<file path="config.mk">
export PLATFORM = sky130hd
export DESIGN_NAME = instr_decode_queue
export DESIGN_NICKNAME = d
export VERILOG_FILES = /design/src/rtl/minirisc_pkg.sv /design/src/rtl/instr_field_decode.sv /design/src/rtl/instr_decode_queue.sv
export SDC_FILE = /design/constraint.sdc
export NUM_CORES = 1
export LEC_CHECK = 0
export CAP_MARGIN = 20
export CELL_PAD_IN_SITES_DETAIL_PLACEMENT = 0
export CELL_PAD_IN_SITES_GLOBAL_PLACEMENT = 1
export CORE_ASPECT_RATIO = 2
export CORE_UTILIZATION = 47
export DETAILED_ROUTE_END_ITERATION = 12
export GPL_TIMING_DRIVEN = 0
export PLACE_DENSITY = 0.83
export SLEW_MARGIN = 0
export SYNTH_ARGS = -nofsm -noshare
export SYNTH_HDL_FRONTEND = slang
export SYNTH_SLANG_ARGS = --single-unit
</file>
<file path="constraint.sdc">
create_clock -name clk -period 7.5 [get_ports clk]
set_clock_uncertainty 0.05 [all_clocks]
set_input_delay 1.875 -clock clk [delete_from_list [all_inputs] [get_ports clk]]
set_output_delay 1.875 -clock clk [all_outputs]
set_load 0.02 [all_outputs]
</file>
<file path="src/rtl/minirisc_pkg.sv">
// Shared KGP-miniRISC decode definitions: opcodes, class bit positions and the decoded record.
// The DECODE_ILLEGAL_CHECK_EN macro controls whether the illegal flag is ever set.
package minirisc_pkg;

    // Decoded records carry the widest supported datapath; users slice down to their own XLEN.
    localparam int XLEN_MAX = 64;

    localparam logic [5:0] OP_ALU_REG     = 6'b000000;
    localparam logic [5:0] OP_ALU_IMM     = 6'b000001;
    localparam logic [5:0] OP_LOAD        = 6'b000010;
    localparam logic [5:0] OP_STORE       = 6'b000011;
    localparam logic [5:0] OP_BRANCH      = 6'b000100;
    localparam logic [5:0] OP_BRANCH_COND = 6'b000101;
    localparam logic [5:0] OP_JUMP_REG    = 6'b000110;
    localparam logic [5:0] OP_SYS         = 6'b000111;

    localparam int CLS_ALU_REG     = 0;
    localparam int CLS_ALU_IMM     = 1;
    localparam int CLS_LOAD        = 2;
    localparam int CLS_STORE       = 3;
    localparam int CLS_BRANCH      = 4;
    localparam int CLS_BRANCH_COND = 5;
    localparam int CLS_JUMP_REG    = 6;
    localparam int CLS_SYS         = 7;

    localparam logic [5:0] FUNC_LIMIT = 6'd10;

    typedef struct packed {
        logic [5:0]          opcode;
        logic [5:0]          func;
        logic [4:0]          rs;
        logic [4:0]          rt;
        logic [XLEN_MAX-1:0] imm;
        logic [XLEN_MAX-1:0] label0;
        logic [XLEN_MAX-1:0] label1;
        logic [7:0]          cls;
        logic                illegal;
        logic [XLEN_MAX-1:0] pc;
    } decoded_t;

endpackage

</file>
<file path="src/rtl/instr_field_decode.sv">
// Combinational field split, classification and sign extension of one instruction word.
// Illegal detection only exists when DECODE_ILLEGAL_CHECK_EN is defined.
module instr_field_decode
    import minirisc_pkg::*;
#(
    parameter int XLEN = 32
) (
    input  logic [31:0]     instr_i,
    input  logic [XLEN-1:0] pc_i,
    output decoded_t        dec_o
);

    logic [5:0] opcode;
    logic [5:0] func;

    assign opcode = instr_i[31:26];
    assign func   = instr_i[5:0];

    always_comb begin
        dec_o         = '0;
        dec_o.opcode  = opcode;
        dec_o.func    = func;
        dec_o.rs      = instr_i[25:21];
        dec_o.rt      = instr_i[20:16];
        dec_o.imm     = {{(XLEN_MAX-16){instr_i[15]}}, instr_i[15:0]};
        dec_o.label0  = {{(XLEN_MAX-26){instr_i[25]}}, instr_i[25:0]};
        dec_o.label1  = {{(XLEN_MAX-21){instr_i[20]}}, instr_i[20:0]};
        dec_o.pc      = XLEN_MAX'(pc_i);

        case (opcode)
            OP_ALU_REG:     dec_o.cls[CLS_ALU_REG]     = 1'b1;
            OP_ALU_IMM:     dec_o.cls[CLS_ALU_IMM]     = 1'b1;
            OP_LOAD:        dec_o.cls[CLS_LOAD]        = 1'b1;
            OP_STORE:       dec_o.cls[CLS_STORE]       = 1'b1;
            OP_BRANCH:      dec_o.cls[CLS_BRANCH]      = 1'b1;
            OP_BRANCH_COND: dec_o.cls[CLS_BRANCH_COND] = 1'b1;
            OP_JUMP_REG:    dec_o.cls[CLS_JUMP_REG]    = 1'b1;
            OP_SYS:         dec_o.cls[CLS_SYS]         = 1'b1;
            default:        dec_o.cls                  = '0;
        endcase

`ifdef DECODE_ILLEGAL_CHECK_EN
        // An out-of-range ALU func keeps its ALU class so the consumer can still route it.
        dec_o.illegal = (opcode > OP_SYS) || ((opcode == OP_ALU_REG) && (func >= FUNC_LIMIT));
`endif
    end

endmodule

</file>
<file path="src/rtl/instr_decode_queue.sv">
// Buffered decode stage: decodes on push and queues records in a DEPTH-entry FIFO with flush.
// DECODE_ILLEGAL_CHECK_EN enables out_illegal and the saturating illegal_cnt counter.
module instr_decode_queue
    import minirisc_pkg::*;
#(
    parameter int XLEN  = 32,
    parameter int DEPTH = 4
) (
    input  logic                     clk,
    input  logic                     rst,
    input  logic                     flush,
    input  logic                     in_valid,
    output logic                     in_ready,
    input  logic [31:0]              in_instr,
    input  logic [XLEN-1:0]          in_pc,
    output logic                     out_valid,
    input  logic                     out_ready,
    output logic [5:0]               out_opcode,
    output logic [5:0]               out_func,
    output logic [4:0]               out_rs,
    output logic [4:0]               out_rt,
    output logic [XLEN-1:0]          out_imm,
    output logic [XLEN-1:0]          out_label0,
    output logic [XLEN-1:0]          out_label1,
    output logic [7:0]               out_class,
    output logic                     out_illegal,
    output logic [XLEN-1:0]          out_pc,
    output logic [15:0]              illegal_cnt,
    output logic [$clog2(DEPTH):0]   count
);

    localparam int PTR_W = $clog2(DEPTH);
    localparam int CNT_W = PTR_W + 1;
    localparam logic [CNT_W-1:0] DEPTH_C = CNT_W'(DEPTH);

    decoded_t             dec;
    decoded_t             head;
    decoded_t             mem_q [DEPTH];
    logic [PTR_W-1:0]     wr_ptr_q, wr_ptr_d;
    logic [PTR_W-1:0]     rd_ptr_q, rd_ptr_d;
    logic [CNT_W-1:0]     count_q, count_d;
    logic                 push;
    logic                 pop;

    instr_field_decode #(.XLEN(XLEN)) u_decode (
        .instr_i (in_instr),
        .pc_i    (in_pc),
        .dec_o   (dec)
    );

    // in_ready deliberately ignores out_ready so no combinational path crosses the stage.
    assign in_ready  = (count_q < DEPTH_C);
    assign out_valid = (count_q != '0);
    assign push      = in_valid && in_ready && !flush;
    assign pop       = out_valid && out_ready && !flush;

    always_comb begin
        wr_ptr_d = wr_ptr_q;
        rd_ptr_d = rd_ptr_q;
        count_d  = count_q;
        if (flush) begin
            wr_ptr_d = '0;
            rd_ptr_d = '0;
            count_d  = '0;
        end else begin
            if (push) wr_ptr_d = wr_ptr_q + 1'b1;
            if (pop)  rd_ptr_d = rd_ptr_q + 1'b1;
            count_d = count_q + CNT_W'(push) - CNT_W'(pop);
        end
    end

    always_ff @(posedge clk or posedge rst) begin
        if (rst) begin
            wr_ptr_q <= '0;
            rd_ptr_q <= '0;
            count_q  <= '0;
        end else begin
            wr_ptr_q <= wr_ptr_d;
            rd_ptr_q <= rd_ptr_d;
            count_q  <= count_d;
        end
    end

    // Storage has no reset; head contents are meaningless until out_valid rises.
    always_ff @(posedge clk) begin
        if (push) mem_q[wr_ptr_q] <= dec;
    end

    assign head       = mem_q[rd_ptr_q];
    assign out_opcode = head.opcode;
    assign out_func   = head.func;
    assign out_rs     = head.rs;
    assign out_rt     = head.rt;
    assign out_imm    = head.imm[XLEN-1:0];
    assign out_label0 = head.label0[XLEN-1:0];
    assign out_label1 = head.label1[XLEN-1:0];
    assign out_class  = head.cls;
    assign out_pc     = head.pc[XLEN-1:0];
    assign count      = count_q;

`ifdef DECODE_ILLEGAL_CHECK_EN
    logic [15:0] illegal_cnt_q, illegal_cnt_d;

    always_comb begin
        illegal_cnt_d = illegal_cnt_q;
        if (push && dec.illegal && (illegal_cnt_q != 16'hFFFF)) begin
            illegal_cnt_d = illegal_cnt_q + 16'd1;
        end
    end

    always_ff @(posedge clk or posedge rst) begin
        if (rst) illegal_cnt_q <= '0;
        else     illegal_cnt_q <= illegal_cnt_d;
    end

    assign illegal_cnt = illegal_cnt_q;
    assign out_illegal = head.illegal;
`else
    assign illegal_cnt = '0;
    assign out_illegal = 1'b0;
`endif

endmodule
</file>
==> flow_metrics.env <==
export IMPL_startpoint_type="register"
export IMPL_post_layout_total_power_mw=4.99
export IMPL_synth_commonest_cells="288 x sky130_fd_sc_hd__edfxtp_1, 104 x sky130_fd_sc_hd__buf_4, 72 x sky130_fd_sc_hd__mux4_2, 13 x sky130_fd_sc_hd__nor2_1, 8 x sky130_fd_sc_hd__buf_2"
export IMPL_power_per_cell_area_mw_per_mm2=325
export IMPL_totalNegativeSetupSlack_ns=0
export IMPL_post_synth_cell_area_avg_um2=21.7
export IMPL_setup_viol=0
export IMPL_synth_edff_count=288
export IMPL_route_met2_wl_um=12700
export IMPL_tritoncts_num_sinks=295
export IMPL_route_vias_total=5719
export IMPL_yosys_register_bits=295
export IMPL_detail_route_wirelength_met1_um=8280
export IMPL_cts_path_max_buffers=3
export IMPL_core_rowCount=81
export IMPL_post_layout_nonfiller_instances=1168
export IMPL_post_route_cells_drive_above_1_share_pct=27.6
export IMPL_worst_slew_pin_transition_ns=0.569
export IMPL_drt_first_iter_violations=222
export IMPL_status="complete, no violations"
export IMPL_topRoutingLayerUsed="met4"
export IMPL_postCtsSetupBuffers=0
export IMPL_clkTransAtPathRegs_ns=0.07
export IMPL_nets=892
export IMPL_synth_top_cell_area_share_pct=74.0
export IMPL_core_mm2=0.0244
export IMPL_min_from="wr_ptr_q[1]$_DFFE_PP0P_"
export IMPL_post_cts_hold_buffer_count=0
export IMPL_die_height_um=225
export IMPL_dp_cells=1121
export IMPL_cts_tree="yes"
export IMPL_timing_max_transition_violations_final=0
export IMPL_final_min_period_over_clock_period_pct=62.1
export IMPL_yosys_cell_count_top_type="sky130_fd_sc_hd__edfxtp_1"
export IMPL_gp_congestion=0.719
export IMPL_worst_r2r_endpoint="count[2]$_DFF_PP0_"
export IMPL_clk_root_buffer_cell="sky130_fd_sc_hd__clkbuf_16"
export IMPL_async_flop_share_pct=2.37
export IMPL_timing_reg2reg_setup_slack_ns=4.94
export IMPL_grt_pass1_wl_um=34900
export IMPL_port_buffers=230
export IMPL_pin_count=249
export IMPL_vias_cell=4.90
export IMPL_reg2regPathDepth=10
export IMPL_synth_top_cell_by_area="sky130_fd_sc_hd__edfxtp_1"
export IMPL_max_cap_violations=0
export IMPL_cts_made_buffers=25
export IMPL_clock_fmax_mhz=215
export IMPL_routed_wirelength_um=22800
export IMPL_initial_utilization_pct=47.8
export IMPL_design_die_area_mm2=0.0255
export IMPL_whs_path_depth=2
export IMPL_synth_warnings=0
export IMPL_dp_wirelength_um=15100
export IMPL_required_ns=5.58
export IMPL_synthFlopType="sky130_fd_sc_hd__edfxtp_1"
export IMPL_critical_path_data_arrival_time_ns=2.73
export IMPL_first_global_vias=6225
export IMPL_die_width_um=113
export IMPL_endpoint_kind="primary output"
export IMPL_finalHoldViolCount=0
export IMPL_headroom_to_the_max_slew_limit_pct=62.1
export IMPL_hold_end="wr_ptr_q[1]$_DFFE_PP0P_"
export IMPL_overflow=0
export IMPL_grt_use_total_pct=18.3
export IMPL_grt_start_max_net_pins=42
export IMPL_number_of_gates_resized_after_cts=0
export IMPL_final_min_period_ns=4.65
export IMPL_ys_top_cells_by_area="sky130_fd_sc_hd__edfxtp_1 74%, sky130_fd_sc_hd__mux4_2 14%, sky130_fd_sc_hd__buf_4 6.7%"
export IMPL_first_pass_iters=4
export IMPL_rsz_0062_raised_after_global_routing="false"
export IMPL_hold_class="reg2reg"
export IMPL_start_to_end_type_of_the_worst_setup_path="reg2out"
export IMPL_synth_seq_area_share_pct=75.5
export IMPL_synthesis_instances=539
export IMPL_ant_nets=0
export IMPL_route_detailed_wl_per_inst_um=19.5
export IMPL_timing_rr_start="count[2]$_DFF_PP0_"
export IMPL_distinct_cell_type_count_after_synthesis=23
export IMPL_routed_wl_met3_um=1080
export IMPL_route_detailed_drc=0
export IMPL_crit_path_max_fanout=19
export IMPL_antenna_found_initial=2
export IMPL_cts_max_level=1
export IMPL_mapped_area_mm2=0.0117
export IMPL_areaGrowthSynthToFinish_pct=31.4
export IMPL_max_vdd_ir_drop_mv=0.222
export IMPL_cellLeakagePower_nw=5.20
export IMPL_worst_skew_pair_late_latency_ns=0.52
-- routing by layer --
layer | vias to the layer above | global-route usage (%)
met5 | - | 0
met4 | 0 | 8.45
met3 | 48 | 2.80
met2 | 187 | 33.6
met1 | 2906 | 20.5
li1 | 2578 | -
-- how the worst max path moves through the flow --
stage,to,cells past startpoint,startpoint
detailed placement,count[2]$_DFF_PP0_,11,in_valid
finish,out_imm[23],5,rd_ptr_q[0]$_DFFE_PP0P_
global placement,mem_q[1][179]$_DFFE_PP_,4,in_valid
CTS,out_imm[23],5,rd_ptr_q[0]$_DFFE_PP0P_
floorplan,mem_q[0][0]$_DFFE_PP_,3,in_valid
global route,out_imm[18],5,rd_ptr_q[0]$_DFFE_PP0P_
-- power by group --
part	switching (mW)	internal, mW	leakage [nW]
Clock	0.540	0.683	0.372
Combinational	0.857	0.980	2.14
Sequential	0.0289	1.90	2.69
Total	1.43	3.57	5.20
-- through the flow --
step,util [%],worst slack (ns),area [um^2],hold slack (ns)
2_1_floorplan,-,2.94,11700,0.488
3_3_place_gp,59.2,1.21,14500,0.501
3_5_place_dp,59.7,3.05,14600,0.532
4_1_cts,62.8,2.76,15300,0.547
5_1_grt,62.8,2.68,15300,0.577
6_report,62.8,2.85,15300,0.537
-- registers in the layout (all words and copies together), names as in the netlist --
signal	flops
count	3
mem_q	288
rd_ptr_q	2
wr_ptr_q	2
-- placed cells by master (no fill, tap or decap), types with 2 or more instances in the layout --
cell type                           n
sky130_fd_sc_hd__clkbuf_16         25
sky130_fd_sc_hd__buf_2              8
sky130_fd_sc_hd__buf_16             4
sky130_fd_sc_hd__nand2b_1           3
sky130_fd_sc_hd__clkbuf_1           8
sky130_fd_sc_hd__xor2_1             3
sky130_fd_sc_hd__ha_1               6
sky130_fd_sc_hd__nor3_1             3
sky130_fd_sc_hd__nand2_1            2
sky130_fd_sc_hd__clkdlybuf4s50_1  230
sky130_fd_sc_hd__inv_1              7
sky130_fd_sc_hd__edfxtp_1         288
sky130_fd_sc_hd__xnor2_1            2
sky130_fd_sc_hd__nor2_1            13
sky130_fd_sc_hd__bufinv_16          2
sky130_fd_sc_hd__diode_2            2
sky130_fd_sc_hd__dfrtp_1            7
sky130_fd_sc_hd__conb_1            17
sky130_fd_sc_hd__buf_4            104
sky130_fd_sc_hd__mux4_2            72
sky130_fd_sc_hd__clkinv_2           3
sky130_fd_sc_hd__clkinv_1           7
sky130_fd_sc_hd__and2_4             4
sky130_fd_sc_hd__nor2b_1            3
sky130_fd_sc_hd__buf_6              7
-- cell type report --
class | count | area (um^2)
sequential | 295 | 8820
multi-input combinational | 133 | 2000
buffer | 120 | 903
timing repair buffer | 234 | 2410
clock buffer | 32 | 652
inverter | 7 | 26.3
tap | 332 | 415
fill | 1700 | 9080
clock inverter | 13 | 110
antenna | 2 | 5.00
-- cell families (layout without fill, tap and decap cells) --
family	Yosys count	after routing	share of synthesized area [%]
compound gates	2	2	0.139
xor+xnor	5	5	0.375
fa+ha+maj	7	7	0.814
buf+inv	127	406	7.96
flops	295	295	75.5
mux	73	73	14.0
other cells	1	19	0.0321
simple gates	29	29	1.20
-- critical path, cell delays in order, from the launching register on --
cell	delay, ns
sky130_fd_sc_hd__dfrtp_1	0.37
sky130_fd_sc_hd__buf_6	0.19
sky130_fd_sc_hd__buf_6	0.21
sky130_fd_sc_hd__mux4_2	0.70
sky130_fd_sc_hd__buf_4	0.20
sky130_fd_sc_hd__clkdlybuf4s50_1	0.53
Note: power is estimated with default switching activity, not from simulation.
